--- config.mk ---
export PLATFORM = sky130hd
export DESIGN_NAME = load_store_unit
export DESIGN_NICKNAME = d
export VERILOG_FILES = /design/src/rtl/load_store_unit.sv
export SDC_FILE = /design/constraint.sdc
export NUM_CORES = 1
export LEC_CHECK = 0
export CAP_MARGIN = 15
export CORE_MARGIN = 2
export CORE_UTILIZATION = 40
export CTS_CLUSTER_DIAMETER = 120
export CTS_CLUSTER_SIZE = 30
export DETAILED_ROUTE_END_ITERATION = 8
export GPL_TIMING_DRIVEN = 0
export PLACE_DENSITY = 0.81
export SYNTH_ARGS = -nofsm -noshare
export SYNTH_HDL_FRONTEND = slang
export SYNTH_SLANG_ARGS = --single-unit
--- constraint.sdc ---
create_clock -name clock -period 2.4 [get_ports clock]
set_input_delay 0.48 -clock clock [delete_from_list [all_inputs] [get_ports clock]]
set_output_delay 0.48 -clock clock [all_outputs]
set_load 0.02 [all_outputs]
--- src/rtl/load_store_unit.sv ---
// load_store_unit: RV32I load/store sequencer in front of a byte-addressed memory.
// Accepts one access at a time, validates it (funct3, alignment, optional range),
// drives a single-cycle memory command, then returns extended load data or a fault.
//
// Ports
//   clock, reset            : clock, asynchronous active-low reset
//   req_valid/req_ready     : request handshake (ready only while idle)
//   req_write, req_funct3   : store/load select and RV32I width/sign code
//   req_addr, req_wdata     : byte address and store data
//   resp_valid              : one-cycle completion pulse
//   resp_rdata              : extended load data (0 for stores and faults)
//   resp_fault, resp_cause  : rejection flag and cause (1 misaligned, 2 funct3, 3 range)
//   mem_address, mem_width  : memory byte address and byte count (1/2/4)
//   mem_write_en            : memory write strobe (high for one cycle per store)
//   mem_data_in             : unshifted store data
//   mem_data_out            : right-aligned read data, valid the cycle after sampling
//
// Configuration: define LSU_RANGE_CHECK_EN to fault (cause 3) on any nonzero
// req_addr[31:ADDR_BITS]; otherwise upper address bits are ignored (wrap).
module load_store_unit #(
    parameter int unsigned ADDR_BITS = 10
) (
    input  logic                 clock,
    input  logic                 reset,
    input  logic                 req_valid,
    output logic                 req_ready,
    input  logic                 req_write,
    input  logic [2:0]           req_funct3,
    input  logic [31:0]          req_addr,
    input  logic [31:0]          req_wdata,
    output logic                 resp_valid,
    output logic [31:0]          resp_rdata,
    output logic                 resp_fault,
    output logic [1:0]           resp_cause,
    output logic [ADDR_BITS-1:0] mem_address,
    output logic [3:0]           mem_width,
    output logic                 mem_write_en,
    output logic [31:0]          mem_data_in,
    input  logic [31:0]          mem_data_out
);

    typedef enum logic [1:0] {
        S_IDLE    = 2'd0,
        S_ISSUE   = 2'd1,
        S_CAPTURE = 2'd2,
        S_RESP    = 2'd3
    } state_t;

    state_t      state;
    state_t      state_next;
    logic        accept_c;
    logic [1:0]  cause_c;
    logic        bad_funct3_c;
    logic        misaligned_c;
    logic        range_bad_c;
    logic [2:0]  ld_funct3;
    logic [31:0] load_ext_c;

    // Upper address bits either fault or are silently dropped.
`ifdef LSU_RANGE_CHECK_EN
    assign range_bad_c = |req_addr[31:ADDR_BITS];
`else
    assign range_bad_c = 1'b0;
    logic unused_addr_hi;
    assign unused_addr_hi = ^req_addr[31:ADDR_BITS];
`endif

    // Request validation: funct3 legality outranks alignment, which outranks range.
    always_comb begin
        bad_funct3_c = 1'b0;
        misaligned_c = 1'b0;
        cause_c      = 2'd0;
        if (req_write) begin
            bad_funct3_c = (req_funct3 > 3'b010);
        end else begin
            bad_funct3_c = (req_funct3 == 3'b011) || (req_funct3[2:1] == 2'b11);
        end
        misaligned_c = ((req_funct3[1:0] == 2'b01) && req_addr[0]) ||
                       ((req_funct3[1:0] == 2'b10) && (req_addr[1:0] != 2'b00));
        if (bad_funct3_c) begin
            cause_c = 2'd2;
        end else if (misaligned_c) begin
            cause_c = 2'd1;
        end else if (range_bad_c) begin
            cause_c = 2'd3;
        end
    end

    // Next-state logic; faults skip the memory phases entirely.
    always_comb begin
        state_next = state;
        accept_c   = 1'b0;
        case (state)
            S_IDLE: begin
                if (req_valid) begin
                    accept_c   = 1'b1;
                    state_next = (cause_c != 2'd0) ? S_RESP : S_ISSUE;
                end
            end
            S_ISSUE:   state_next = mem_write_en ? S_RESP : S_CAPTURE;
            S_CAPTURE: state_next = S_RESP;
            S_RESP:    state_next = S_IDLE;
            default:   state_next = S_IDLE;
        endcase
    end

    // Load data extension from the funct3 captured at accept.
    always_comb begin
        load_ext_c = mem_data_out;
        case (ld_funct3)
            3'b000:  load_ext_c = {{24{mem_data_out[7]}}, mem_data_out[7:0]};
            3'b001:  load_ext_c = {{16{mem_data_out[15]}}, mem_data_out[15:0]};
            3'b100:  load_ext_c = {24'd0, mem_data_out[7:0]};
            3'b101:  load_ext_c = {16'd0, mem_data_out[15:0]};
            default: load_ext_c = mem_data_out;
        endcase
    end

    // State register.
    always_ff @(posedge clock or negedge reset) begin
        if (!reset) begin
            state <= S_IDLE;
        end else begin
            state <= state_next;
        end
    end

    // Registered handshake and response strobes track the next state.
    always_ff @(posedge clock or negedge reset) begin
        if (!reset) begin
            req_ready  <= 1'b1;
            resp_valid <= 1'b0;
        end else begin
            req_ready  <= (state_next == S_IDLE);
            resp_valid <= (state_next == S_RESP);
        end
    end

    // Memory command and response datapath.
    always_ff @(posedge clock or negedge reset) begin
        if (!reset) begin
            mem_address  <= '0;
            mem_width    <= 4'd4;
            mem_write_en <= 1'b0;
            mem_data_in  <= 32'd0;
            ld_funct3    <= 3'd0;
            resp_rdata   <= 32'd0;
            resp_fault   <= 1'b0;
            resp_cause   <= 2'd0;
        end else begin
            if (accept_c) begin
                resp_rdata <= 32'd0;
                resp_cause <= cause_c;
                resp_fault <= (cause_c != 2'd0);
                if (cause_c == 2'd0) begin
                    mem_address  <= req_addr[ADDR_BITS-1:0];
                    mem_data_in  <= req_wdata;
                    mem_write_en <= req_write;
                    ld_funct3    <= req_funct3;
                    case (req_funct3[1:0])
                        2'b00:   mem_width <= 4'd1;
                        2'b01:   mem_width <= 4'd2;
                        default: mem_width <= 4'd4;
                    endcase
                end
            end
            if (state == S_ISSUE) begin
                mem_write_en <= 1'b0;
            end
            if (state == S_CAPTURE) begin
                resp_rdata <= load_ext_c;
            end
        end
    end

endmodule

==> results.json, run 1 <==
{
  "cts.hold.buffers_added": 0,
  "ys_seq_area_frac": 0.611,
  "total_power_mw": 7.42,
  "postCtsSetupRepairBufs": 0,
  "required_ns": 2.67,
  "nNetsFinal": 555,
  "startpoint": "state[0]$_DFF_PN0_",
  "synth_area_per_cell_um2": 13.2,
  "tns_ns": 0,
  "grt_max_degree": 50,
  "synth_cells": 273,
  "synth.distinct_cells": 29,
  "portBuffers": 163,
  "ys.flop_type": "dfrtp_1",
  "switching_share": 0.371,
  "drtPass1Iterations": 4,
  "antenna_found_initial": 0,
  "ys_async_sr_fraction": 1.00,
  "path_cells": "inv_1, ha_1, clkbuf_1, o21ai_0, clkbuf_1, o21ai_0",
  "syn2layout_area_growth_pct": 55.2,
  "slowest_delay_ns": 0.41,
  "drv_cap": 0,
  "r2r-start": "state[0]$_DFF_PN0_",
  "clock_latency_ns": 0.35,
  "cts_tree": "built",
  "detail_route.drc_violations": 0,
  "cp-end-kind": "register",
  "via_per_inst": 4.94,
  "multi_input_area_um2": 1290,
  "die_w_um": 99.0,
  "relSlewSlack": 0.529,
  "cts.sinks": 88,
  "grt_pass1_wl_um": 14800,
  "max_freq_mhz": 476,
  "power_density_nw_per_um2": 1330,
  "critPathSlowestCell": "dfrtp_1",
  "io_pins": 187,
  "antennaDiodeCount": 0,
  "cts_resized": 0,
  "drive_gt1_frac": 0.166,
  "seqCellArea_um2": 2200,
  "path_class": "reg -> reg",
  "ant_nets": 0,
  "skew_ns": 0.00924,
  "cts_buffer_depth": 2,
  "overflow": 0,
  "syn_area_um2": 3610,
  "vias": 2772,
  "routedWlPerCell_um": 16.0,
  "grt.total_usage": 0.191,
  "rsz0062_at_grt": "no",
  "dp_cells": 545,
  "core_um2": 8720,
  "pwr-share-seq": 0.348,
  "status": "finished clean",
  "switchingPower_mw": 2.76,
  "rows": 34,
  "cellLeakagePower_nw": 2.41,
  "worstSetupStartpointType": "register",
  "final_core_util": 0.642,
  "yosysWarnings": 0,
  "clockPowerShare": 0.137,
  "start_util": 0.414,
  "clkTransAtPathRegs_ns": 0.09,
  "hold_violations": 0,
  "synth_edf_count": 0,
  "synth-seq-cells": 88,
  "die_area_um2": 9800,
  "hp-class": "in -> async",
  "first_iter_violations": 79,
  "die_h_um": 99.0,
  "root_buffer": "clkbuf_8",
  "fill_cells": 708,
  "cts_buffers": 9,
  "wl_um": 9000,
  "dp_hpwl_um": 6810,
  "tightestPinTransition_ns": 0.699,
  "min_period_ns": 2.10,
  "htree_levels": 3,
  "peakVddDrop_mv": 0.675,
  "cp.arrival_ns": 2.37,
  "fin_cells": 561,
  "worst-path-max-fanout": 10,
  "combPwrFrac": 0.515,
  "finalMaxSlewViolations": 0,
  "finalSetupViolCount": 0,
  "fin_crit_sh": 0.876,
  "grt_pass1_vias": 3015,
  "gp_congestion": 0.746,
  "internal_power_mw": 4.67,
  "synth.net_count": 380
}
[cells in the mapped netlist (2+ instances only)]
cell type	n	area share
a21oi_1	5	0.0069
a22o_1	17	0.041
buf_4	4	0.0083
clkbuf_1	9	0.0094
dfrtp_1	86	0.60
dfstp_2	2	0.015
ha_1	4	0.014
inv_1	4	0.0042
mux2_2	37	0.12
mux2_4	10	0.042
mux2i_1	2	0.0055
nand2_1	27	0.028
nand2b_1	4	0.0069
nor2_1	6	0.0062
nor2b_1	16	0.028
o21ai_0	27	0.037
[per-stage QoR]
step	setup slack, ns	hold WS [ns]	cell area (µm²)
6_report	0.298	0.0970	5600
5_1_grt	0.0294	0.118	5600
4_1_cts	0.265	0.100	5600
3_5_place_dp	-0.00741	0.478	5400
3_3_place_gp	-2.30	0.466	5380
2_1_floorplan	0.660	0.184	3610
[logic make-up (layout without fill, tap and decap cells)]
group                      count (synthesis)  after routing  share of synthesized area
muxes                                     49             49                      0.163
other                                      1              1                    0.00104
buffers and inverters                     20            200                     0.0319
AOI/OAI and AO/OA                         55             55                      0.103
DFF                                       88             88                      0.611
adders and majority gates                  4              4                     0.0139
and+or+nand+nor                           56             56                     0.0766
[area by class of cell]
cell class,count,area share
Clock buffer,12,0.0259
Multi-Input combinational cell,165,0.230
Buffer,16,0.0179
Inverter,4,0.00268
Tap cell,108,0.0241
Clock inverter,4,0.00961
Sequential cell,88,0.394
Timing Repair Buffer,164,0.296
[power by group through the flow]
stage | logic, mW | clock network, mW | registers [mW]
finish | 3.82 | 1.02 | 2.58
global route | 4.10 | 1.12 | 2.68
CTS | 3.87 | 1.06 | 2.59
detailed placement | 3.85 | 0 | 2.61
global placement | 3.75 | 0 | 2.56
floorplan | 1.25 | 0 | 3.36
[worst max-delay path: cells and delay by family (launching register included)]
family / cells / cell delay (ns)
flops: 1 / 0.41
compound gates: 2 / 0.63
buf+inv: 3 / 0.82
fa+ha+maj: 1 / 0.16
[routing by layer]
| layer | GRT usage | vias to the layer above | share of wire |
|---|---|---|---|
| li1 | - | 1296 | - |
| met1 | 0.239 | 1358 | 0.41 |
| met2 | 0.315 | 104 | 0.50 |
| met3 | 0.0582 | 14 | 0.069 |
| met4 | 0.0706 | 0 | 0.019 |
| met5 | 0 | - | 0 |
[sequential cells by signal, summed over array words and instances, names as in the netlist]
register,flops
resp_cause,2
resp_rdata,32
resp_valid,1
mem_width,3
state,2
mem_data_in,32
mem_address,10
resp_fault,1
req_ready,1
mem_write_en,1
ld_funct3,3
[layout by cell type (no fill, tap or decap), types with 2 or more instances in the layout]
master	n
clkbuf_1	11
nand2_1	27
dfstp_2	2
inv_1	4
clkinvlp_4	2
nor2_1	6
buf_4	5
nor2b_1	16
nand2b_1	4
mux2_4	10
mux2_2	37
ha_1	4
a22o_1	17
a21oi_1	5
clkbuf_8	10
o21ai_0	27
clkdlybuf4s50_1	162
mux2i_1	2
dfrtp_1	86
[path summary, 6_finish.rpt]
| path | slack [ns] | cells past startpoint | end |
|---|---|---|---|
| min in group clock | 0.49 | 2 | resp_rdata[17]$_DFFE_PN0P_ |
| worst max-delay path | 0.30 | 6 | resp_rdata[27]$_DFFE_PN0P_ |
| worst min register to register | 0.49 | 2 | resp_rdata[17]$_DFFE_PN0P_ |
| worst max register to register | 0.30 | 6 | resp_rdata[27]$_DFFE_PN0P_ |
| max in group asynchronous | 1.63 | 2 | req_ready$_DFF_PN1_ |
| worst min-delay path | 0.1 | 1 | mem_data_in[28]$_DFFE_PN0P_ |
Power figures use the tool's default switching activity.
==> run 2: changes to the inputs <==
--- a/config.mk
+++ b/config.mk
@@ -5,7 +5,6 @@
 export SDC_FILE = /design/constraint.sdc
 export NUM_CORES = 1
 export LEC_CHECK = 0
-export CAP_MARGIN = 15
 export CORE_MARGIN = 2
 export CORE_UTILIZATION = 40
 export CTS_CLUSTER_DIAMETER = 120
@@ -13,6 +12,7 @@
 export DETAILED_ROUTE_END_ITERATION = 8
 export GPL_TIMING_DRIVEN = 0
 export PLACE_DENSITY = 0.81
+export SLEW_MARGIN = 20
 export SYNTH_ARGS = -nofsm -noshare
 export SYNTH_HDL_FRONTEND = slang
 export SYNTH_SLANG_ARGS = --single-unit
==> results of run 2 <==
Final layout, timing and power as in run 1 (identical DEF).
